[src/rtl/miner_pkg.sv]
// Shared types and helpers for the nonce scan controller and its result queue.
package miner_pkg;

    typedef enum logic [1:0] {
        ST_IDLE  = 2'd0,
        ST_SCAN  = 2'd1,
        ST_DRAIN = 2'd2
    } scan_state_e;

    localparam int PPL_LAT_DEFAULT = 66;

    // Hash words are compared as a 64-bit little-end value: top word must be zero.
    function automatic logic is_hit(input logic [31:0] hash_7,
                                    input logic [31:0] hash_6,
                                    input logic [31:0] target);
        return (hash_7 == 32'd0) && (hash_6 <= target);
    endfunction

endpackage

[src/rtl/nonce_scan_ctrl_res_fifo.sv]
// Synchronous result FIFO with a registered head word; a push into a full
// FIFO is accepted when a pop happens in the same cycle.
module res_fifo
    import miner_pkg::*;
#(
    parameter int WIDTH = 32,
    parameter int DEPTH = 4
) (
    input  logic             clk,
    input  logic             arst,
    input  logic             push_i,
    input  logic [WIDTH-1:0] din_i,
    input  logic             pop_i,
    output logic [WIDTH-1:0] dout_o,
    output logic             full_o,
    output logic             empty_o
);

    localparam int AW = $clog2(DEPTH);

    logic [WIDTH-1:0] mem_q [DEPTH];
    logic [WIDTH-1:0] mem_d [DEPTH];
    logic [AW-1:0]    wr_ptr_q, wr_ptr_d;
    logic [AW-1:0]    rd_ptr_q, rd_ptr_d;
    logic [AW:0]      cnt_q, cnt_d;
    logic [WIDTH-1:0] dout_q, dout_d;
    logic             push_ok;
    logic             pop_ok;

    always_comb begin
        full_o   = (cnt_q == (AW+1)'(DEPTH));
        empty_o  = (cnt_q == '0);
        pop_ok   = pop_i && !empty_o;
        push_ok  = push_i && (!full_o || pop_ok);
        mem_d    = mem_q;
        if (push_ok) begin
            mem_d[wr_ptr_q] = din_i;
        end
        wr_ptr_d = wr_ptr_q + AW'(push_ok);
        rd_ptr_d = rd_ptr_q + AW'(pop_ok);
        cnt_d    = cnt_q + (AW+1)'(push_ok) - (AW+1)'(pop_ok);
        // Pre-load the word that will be at the head after this cycle.
        if (push_ok && (wr_ptr_q == rd_ptr_d)) begin
            dout_d = din_i;
        end else begin
            dout_d = mem_q[rd_ptr_d];
        end
    end

    always_ff @(posedge clk or posedge arst) begin
        if (arst) begin
            for (int i = 0; i < DEPTH; i++) begin
                mem_q[i] <= '0;
            end
            wr_ptr_q <= '0;
            rd_ptr_q <= '0;
            cnt_q    <= '0;
            dout_q   <= '0;
        end else begin
            mem_q    <= mem_d;
            wr_ptr_q <= wr_ptr_d;
            rd_ptr_q <= rd_ptr_d;
            cnt_q    <= cnt_d;
            dout_q   <= dout_d;
        end
    end

    assign dout_o = dout_q;

endmodule

[src/rtl/nonce_scan_ctrl.sv]
// Drives one hash pipeline through a nonce range and queues nonces whose
// in-order results meet the job target.
//
// state    | meaning
// ---------+------------------------------------------------------------
// ST_IDLE  | waiting for a job, job_ready_o high
// ST_SCAN  | issuing one chunk per cycle with the nonce substituted
// ST_DRAIN | no issue; waiting for all in-flight results to return
module nonce_scan_ctrl
    import miner_pkg::*;
#(
    parameter int NONCE_IDX = 3,
    parameter int PPL_LAT   = PPL_LAT_DEFAULT,
    parameter int RES_DEPTH = 4
) (
    input  logic         clk,
    input  logic         arst,
    input  logic         job_valid_i,
    output logic         job_ready_o,
    input  logic [255:0] job_init_i,
    input  logic [511:0] job_chunk_i,
    input  logic [31:0]  job_nonce_start_i,
    input  logic [31:0]  job_nonce_end_i,
    input  logic [31:0]  job_target_i,
    input  logic         abort_i,
    output logic         ppl_valid_o,
    output logic [255:0] ppl_init_o,
    output logic [511:0] ppl_chunk_o,
    input  logic         ppl_valid_i,
    input  logic [255:0] ppl_hash_i,
    output logic         res_valid_o,
    input  logic         res_ready_i,
    output logic [31:0]  res_nonce_o,
    output logic         busy_o,
    output logic         done_o,
    output logic         aborted_o,
    output logic [7:0]   drop_cnt_o
);

    localparam int IF_W     = $clog2(PPL_LAT + 2);
    localparam int WORD_LSB = 32 * (15 - NONCE_IDX);

    scan_state_e  state_q, state_d;
    logic [255:0] init_q, init_d;
    logic [511:0] chunk_q, chunk_d;
    logic [31:0]  nonce_q, nonce_d;
    logic [31:0]  start_q, start_d;
    logic [31:0]  end_q, end_d;
    logic [31:0]  target_q, target_d;
    logic [31:0]  res_cnt_q, res_cnt_d;
    logic         abort_q, abort_d;
    logic [7:0]   drop_cnt_q, drop_cnt_d;
    logic [IF_W-1:0] in_flight_q, in_flight_d;
    logic         done_q, done_d;
    logic         aborted_q, aborted_d;

    logic         issue;
    logic         ret;
    logic         hit;
    logic [31:0]  res_nonce;
    logic         fifo_full;
    logic         fifo_empty;

    always_comb begin
        state_d     = state_q;
        init_d      = init_q;
        chunk_d     = chunk_q;
        nonce_d     = nonce_q;
        start_d     = start_q;
        end_d       = end_q;
        target_d    = target_q;
        res_cnt_d   = res_cnt_q;
        abort_d     = abort_q;
        drop_cnt_d  = drop_cnt_q;
        in_flight_d = in_flight_q;
        done_d      = 1'b0;
        aborted_d   = 1'b0;
        issue       = 1'b0;

        // Returns with nothing outstanding (e.g. stale beats after reset) are dropped.
        ret       = ppl_valid_i && (in_flight_q != '0);
        res_nonce = start_q + res_cnt_q;
        hit       = ret && !abort_q && is_hit(ppl_hash_i[31:0], ppl_hash_i[63:32], target_q);
        if (ret) begin
            res_cnt_d = res_cnt_q + 32'd1;
        end
        if (hit && fifo_full && !res_ready_i && (drop_cnt_q != 8'hFF)) begin
            drop_cnt_d = drop_cnt_q + 8'd1;
        end

        case (state_q)
            ST_IDLE: begin
                if (job_valid_i) begin
                    init_d     = job_init_i;
                    chunk_d    = job_chunk_i;
                    start_d    = job_nonce_start_i;
                    end_d      = job_nonce_end_i;
                    target_d   = job_target_i;
                    nonce_d    = job_nonce_start_i;
                    res_cnt_d  = 32'd0;
                    drop_cnt_d = 8'd0;
                    abort_d    = 1'b0;
                    state_d    = ST_SCAN;
                end
            end
            ST_SCAN: begin
                if (abort_i) begin
                    abort_d = 1'b1;
                    state_d = ST_DRAIN;
                end else begin
                    issue   = 1'b1;
                    nonce_d = nonce_q + 32'd1;
                    if (nonce_q == end_q) begin
                        state_d = ST_DRAIN;
                    end
                end
            end
            ST_DRAIN: begin
            end
            default: begin
                state_d = ST_IDLE;
            end
        endcase

        case ({issue, ret})
            2'b10:   in_flight_d = in_flight_q + IF_W'(1);
            2'b01:   in_flight_d = in_flight_q - IF_W'(1);
            default: in_flight_d = in_flight_q;
        endcase

        // done_o is registered so it lands in the first IDLE cycle.
        if ((state_q == ST_DRAIN) && (in_flight_d == '0)) begin
            state_d   = ST_IDLE;
            done_d    = 1'b1;
            aborted_d = abort_q;
        end
    end

    always_ff @(posedge clk or posedge arst) begin
        if (arst) begin
            state_q     <= ST_IDLE;
            init_q      <= '0;
            chunk_q     <= '0;
            nonce_q     <= '0;
            start_q     <= '0;
            end_q       <= '0;
            target_q    <= '0;
            res_cnt_q   <= '0;
            abort_q     <= 1'b0;
            drop_cnt_q  <= '0;
            in_flight_q <= '0;
            done_q      <= 1'b0;
            aborted_q   <= 1'b0;
        end else begin
            state_q     <= state_d;
            init_q      <= init_d;
            chunk_q     <= chunk_d;
            nonce_q     <= nonce_d;
            start_q     <= start_d;
            end_q       <= end_d;
            target_q    <= target_d;
            res_cnt_q   <= res_cnt_d;
            abort_q     <= abort_d;
            drop_cnt_q  <= drop_cnt_d;
            in_flight_q <= in_flight_d;
            done_q      <= done_d;
            aborted_q   <= aborted_d;
        end
    end

    always_comb begin
        ppl_chunk_o = chunk_q;
        ppl_chunk_o[WORD_LSB +: 32] = nonce_q;
    end

    res_fifo #(
        .WIDTH (32),
        .DEPTH (RES_DEPTH)
    ) u_res_fifo (
        .clk     (clk),
        .arst    (arst),
        .push_i  (hit),
        .din_i   (res_nonce),
        .pop_i   (res_ready_i),
        .dout_o  (res_nonce_o),
        .full_o  (fifo_full),
        .empty_o (fifo_empty)
    );

    assign job_ready_o = (state_q == ST_IDLE);
    assign busy_o      = (state_q != ST_IDLE);
    assign ppl_valid_o = issue;
    assign ppl_init_o  = init_q;
    assign res_valid_o = !fifo_empty;
    assign done_o      = done_q;
    assign aborted_o   = aborted_q;
    assign drop_cnt_o  = drop_cnt_q;

endmodule
[config.mk]
export PLATFORM = sky130hd
export DESIGN_NAME = nonce_scan_ctrl
export DESIGN_NICKNAME = d
export VERILOG_FILES = /design/src/rtl/miner_pkg.sv /design/src/rtl/nonce_scan_ctrl_res_fifo.sv /design/src/rtl/nonce_scan_ctrl.sv
export SDC_FILE = /design/constraint.sdc
export NUM_CORES = 2
export LEC_CHECK = 0
export ABC_AREA = 1
export BUFFER_PORTS_ARGS = -buffer_cell sky130_fd_sc_hd__buf_4
export CAP_MARGIN = 20
export CELL_PAD_IN_SITES_DETAIL_PLACEMENT = 1
export CELL_PAD_IN_SITES_GLOBAL_PLACEMENT = 1
export CORE_AREA = 5 5 752 754
export DETAILED_ROUTE_END_ITERATION = 16
export DIE_AREA = 0 0 757 759
export GPL_TIMING_DRIVEN = 1
export HOLD_SLACK_MARGIN = 0.02
export PLACE_DENSITY_LB_ADDON = 0.1
export SYNTH_ARGS = -nofsm -noshare
export SYNTH_HDL_FRONTEND = slang
export SYNTH_SLANG_ARGS = --single-unit
export TNS_END_PERCENT = 20
[constraint.sdc]
create_clock -name clk -period 70.5 [get_ports clk]
set_clock_uncertainty 0.1 [all_clocks]
set_input_delay 17.625 -clock clk [delete_from_list [all_inputs] [get_ports clk]]
set_output_delay 17.625 -clock clk [all_outputs]
set_load 0.03 [all_outputs]
---- Word level (Yosys, flattened, before mapping) ----
Cells that the tools add are included.
word-level totals
  word-level logic and storage cells ...... 108
  output and inout port bits .............. 814
  register bits ........................... 1115
  memory bits (writable) .................. 0
  bits in read-only memories .............. 0
  memories kept ........................... 0
  bits of input ports ..................... 1126
  latch bits .............................. 0
operators by class
  equality and inequality tests ........... 14
  reduce and logical (&&, ||, !) cells .... 28
  shift operators ......................... 0
  divide/modulo/power cells ............... 0
  $add $sub $neg .......................... 10
  magnitude comparators ................... 4
  $mul .................................... 0
  muxes and demuxes ....................... 29
  bitwise logic cells ..................... 2
operator list
  cell                   number
  $mux 32                9
  $bwmux 128             1
  $add 32x1->32 const B  2
  $bmux 32 s2            1
  $demux 32 s2           1
  $pmux 32 s2            1
  $add 32x32->32         1
  $eq 32x32->1           1
  $le 32x32->1           1
  $logic_not 32->1       1
  $mux 8                 3
  $pmux 7 s2             1
  $logic_and 1x1->1      12
  $reduce_and 3->1       3
  $add 8x1->8 const B    1
  $mux 2                 4
  $ne 8x8->1 const B     1
  $add 7x1->7 const B    1
  $logic_not 7->1        1
  $reduce_bool 7->1      1
  $sub 7x1->7 const B    1
  $ge 3x3->1 const B     2
  $mux 1                 6
  $ne 2x2->1 const B     3
  20 further kinds       28

---- Logic depth before layout (Yosys ltp) ----
  word-level depth ........................ 10
  gate-level depth with buffers ........... 23
  depth with buffers taken out ............ 21

---- Modules after synthesis ----
From an unflattened synthesis, not the netlist that was laid out.
second synthesis, totals
  cell total of the unflattened synthesis .. 5741
  area, all modules ....................... 47075.1 µm²
modules (own cells, without submodules)
  module           area each (µm²)  times used  cells each  seq. area each (µm²)
  nonce_scan_ctrl  39301.4          1           4725        22922.0
  res_fifo         7773.7           1           1016        4179.0

---- Worst setup path after synthesis ----
Ideal clock, no wire load.
  path type ............................... in2out
  start point ............................. input port abort_i
  end point ............................... output port ppl_valid_o
  data required time ...................... 52.775 ns
  arrival time ............................ 18.153 ns
  slack ................................... 34.622 ns
  cell stages on the path ................. 1
  path buffers ............................ 0
  cells stage by stage .................... nor2_1
between the ends
  cells in the longest elaborated chain, start to end .. 2
ends and longest elaborated chain
  element      RTL line                source
  from (decl)  nonce_scan_ctrl.sv:25   input logic abort_i,
  $mux 1       nonce_scan_ctrl.sv:107  if (abort_i) begin
  $mux 1       nonce_scan_ctrl.sv:91   case (state_q)
  to (decl)    nonce_scan_ctrl.sv:26   output logic ppl_valid_o,
No other way between the ends.

---- Worst setup path after layout ----
Same ends and word-level chain as after synthesis.

==> impl_metrics.py <==
metrics = {
    "global_route": {
        "grtUsageMet3": 0.0809,
        "grtUsageMet1": 0.157,
        "antenna_found_initial": 287,
        "gr-total-overflow": 0,
        "grt.total_usage": 0.140,
        "grt_pass1_vias": 49900,
        "grt_use_met2": 0.229,
        "grt_max_degree": 150,
        "grt_pass1_wl_microns": 533000,
        "busiest_layer": "met2",
    },
    "routing": {
        "dr.pass1.iters": 4,
        "post_drt_wl_per_cell_microns": 27.7,
        "viasPerCell": 3.09,
        "drc": 0,
        "detail-route-antenna-nets": 0,
        "vias": 46400,
        "wirelength_microns": 415000,
        "drt_iter0_drc": 2210,
    },
    "die": {
        "core_sq_um": 558000,
        "die_w_microns": 757,
        "start_util": 0.0841,
        "dieHeight_microns": 759,
        "die_area_sq_um": 575000,
        "io_pins": 1940,
        "rows": 275,
    },
    "worst_setup_path": {
        "cp_data_required_time_ns": 52.78,
        "critPathKind": "in -> out",
        "arrival_ns": 18.32,
        "endpoint_kind": "primary output",
        "critPathLaunchType": "input pin",
        "critPathMaxFanout": 4,
    },
    "place": {
        "dp.cells": 14700,
        "dp_hpwl_microns": 342000,
        "preCtsSetupSlack_ns": 34.44,
        "gp_congestion": 0.966,
        "place.port_buffers": 1715,
    },
    "logic_synthesis": {
        "yosys_register_bits": 1083,
        "synthesis.area_sq_um": 47000,
        "yosysSeqAreaShare": 0.577,
        "ys.flop_type": "dfrtp_1",
        "postSynthAreaPerCell_sq_um": 8.28,
        "syn_nets": 6870,
        "ys_types": 54,
        "ys_warn_count": 0,
        "netlist_instances": 5669,
        "synth_edf_count": 0,
        "async_flop_share": 1.00,
    },
    "run_status": {
        "status": "complete, no violations",
    },
    "layout": {
        "finalNonFillerCells": 15000,
        "area_delta_synth_final_pct": 58.5,
        "final_cell_mix": "3071 x nand2_1, 1775 x buf_4, 1083 x dfrtp_1, 255 x inv_1, 199 x o21ai_0",
        "fin_nets": 8568,
        "final_common_cell": "nand2_1",
        "drive_gt1_frac": 0.280,
    },
    "clock_network": {
        "root_buffer": "clkbuf_16",
        "cts.clk_slew.worst_paths_ns": 0.06,
        "cts_tree": "yes",
        "htree_levels": 4,
        "clock-sinks": 1083,
        "cts_resized": 0,
        "cts_buffers": 179,
        "clk_path_buf_depth": 4,
        "insertion_delay_ns": 0.88,
        "hold_buffers": 0,
        "cts_post_setup_buffers_inserted": 0,
    },
    "power": {
        "p_leak_nw": 36.7,
        "power.total_mw": 3.97,
        "power_density_nw_per_um2": 53.3,
        "peakVddDrop_v": 0.0000208,
    },
    "sta": {
        "finalSetupTns_ns": 0,
        "finalHoldViolCount": 0,
        "max_freq_mhz": 27.7,
        "fin_crit_sh": 0.511,
        "fin_ws_ns": 34.45,
        "setup_viol": 0,
        "worstMarginPinSlew_ns": 1.02,
        "period_needed_ns": 36.05,
        "slew_headroom": 0.313,
        "whs_ns": 0.366,
        "rsz0062_at_grt": "no",
        "report.final.slew_viol_count": 0,
    },
    "hold_path": {
        "holdCritPathClass": "reg -> reg",
    },
    "flow_run": {
        "maxCapViolations": 0,
    },
}
-- worst max-delay path, stage by stage --
cell and delay [ns]:
buf_4 0.11, nor2_1 0.33, buf_4 0.25
-- path summary, 6_finish.rpt --
kind	endpoint	slack [ns]	depth (start not counted)	start
setup reg to reg	ppl_init_o[105]$_DFFE_PP0P_	65.28	8	state_q[1]$_DFFE_PP0P_
min in group asynchronous	u_res_fifo.mem_q[70]$_DFFE_PP0P_	16.72	2	arst
hold / removal	u_res_fifo.mem_q[42]$_DFFE_PP0P_	0.37	2	u_res_fifo.mem_q[42]$_DFFE_PP0P_
hold reg to reg	u_res_fifo.mem_q[42]$_DFFE_PP0P_	0.37	2	u_res_fifo.mem_q[42]$_DFFE_PP0P_
max in group asynchronous	ppl_init_o[96]$_DFFE_PP0P_	49.31	7	arst
setup / recovery	ppl_valid_o	34.45	3	abort_i
-- power breakdown --
part / switching, mW / leakage [nW] / total (mW) / internal (mW)
Clock: 0.378 / 2.87 / 0.920 / 0.543
Combinational: 1.43 / 20.4 / 1.96 / 0.533
Sequential: 0.210 / 13.4 / 1.09 / 0.878
Total: 2.02 / 36.7 / 3.97 / 1.95
-- metal layers --
metal  vias up  wire, microns
met5         -            862
met4       132          10400
met3       666          53800
met2      1763         190000
met1     22700         161000
li1      21100              -
-- flip-flops by register name, indices dropped and copies added (netlist names) --
register and cells:
start_q 32, u_res_fifo.mem_q 128, u_res_fifo.wr_ptr_q 2, target_q 32
in_flight_q 7, u_res_fifo.dout_o 32, ppl_init_o 256, u_res_fifo.rd_ptr_q 2
drop_cnt_o 8, u_res_fifo.cnt_q 3, abort_q 1, end_q 32
state_q 2, chunk_q 480, done_o 1, res_cnt_q 32
aborted_o 1, nonce_q 32
-- cells in the mapped netlist, types with 3 or more instances --
cell,n,area share
or2_2,7,0.00093
o21ai_1,45,0.0048
nor2_1,156,0.012
nor3_1,56,0.0060
a21oi_1,105,0.011
buf_1,4,0.00032
buf_6,11,0.0026
a31oi_1,11,0.0015
nor2_4,6,0.0014
inv_2,11,0.00088
or2_1,5,0.00067
a211oi_1,4,0.00064
nor2_2,6,0.00080
xnor2_1,43,0.0080
nand4_1,36,0.0048
o21ai_2,3,0.00056
dfrtp_1,1083,0.58
o21ai_0,199,0.021
ha_1,73,0.019
nand3_1,74,0.0079
a221oi_1,6,0.0011
inv_1,258,0.021
o211ai_1,33,0.0053
clkbuf_1,107,0.0086
o21a_1,13,0.0021
xor2_1,43,0.0080
buf_2,137,0.015
o21bai_1,4,0.00064
o2111ai_1,3,0.00056
nand2_1,3072,0.25
a21o_1,5,0.00080
nor4_1,22,0.0029
-- logic make-up after synthesis --
family	after synthesis	share of synthesized area
simple gates	3453	0.286
flops	1083	0.577
compound gates	439	0.0517
xor+xnor	87	0.0164
fa+ha+maj	75	0.0203
buf+inv	532	0.0481
-- final cells by class --
| type | instances | area (sq um) |
|---|---|---|
| fillers | 66000 | 484000 |
| clock buffers | 267 | 5340 |
| repair buffers | 1778 | 13400 |
| flip-flops and latches | 1083 | 27100 |
| inverters | 271 | 1030 |
| clock inverters | 40 | 467 |
| multi-input cells | 4054 | 17600 |
| well taps | 7479 | 9360 |
| diodes | 42 | 105 |
-- metrics by stage --
step / instance area, sq um / utilization
finish: 74400 / 0.133
global route: 74300 / 0.133
CTS: 74300 / 0.133
detailed placement: 68500 / 0.123
global placement: 68500 / 0.123
floorplan: 47000 / -
No activity file was read; power rests on OpenSTA's default activity.
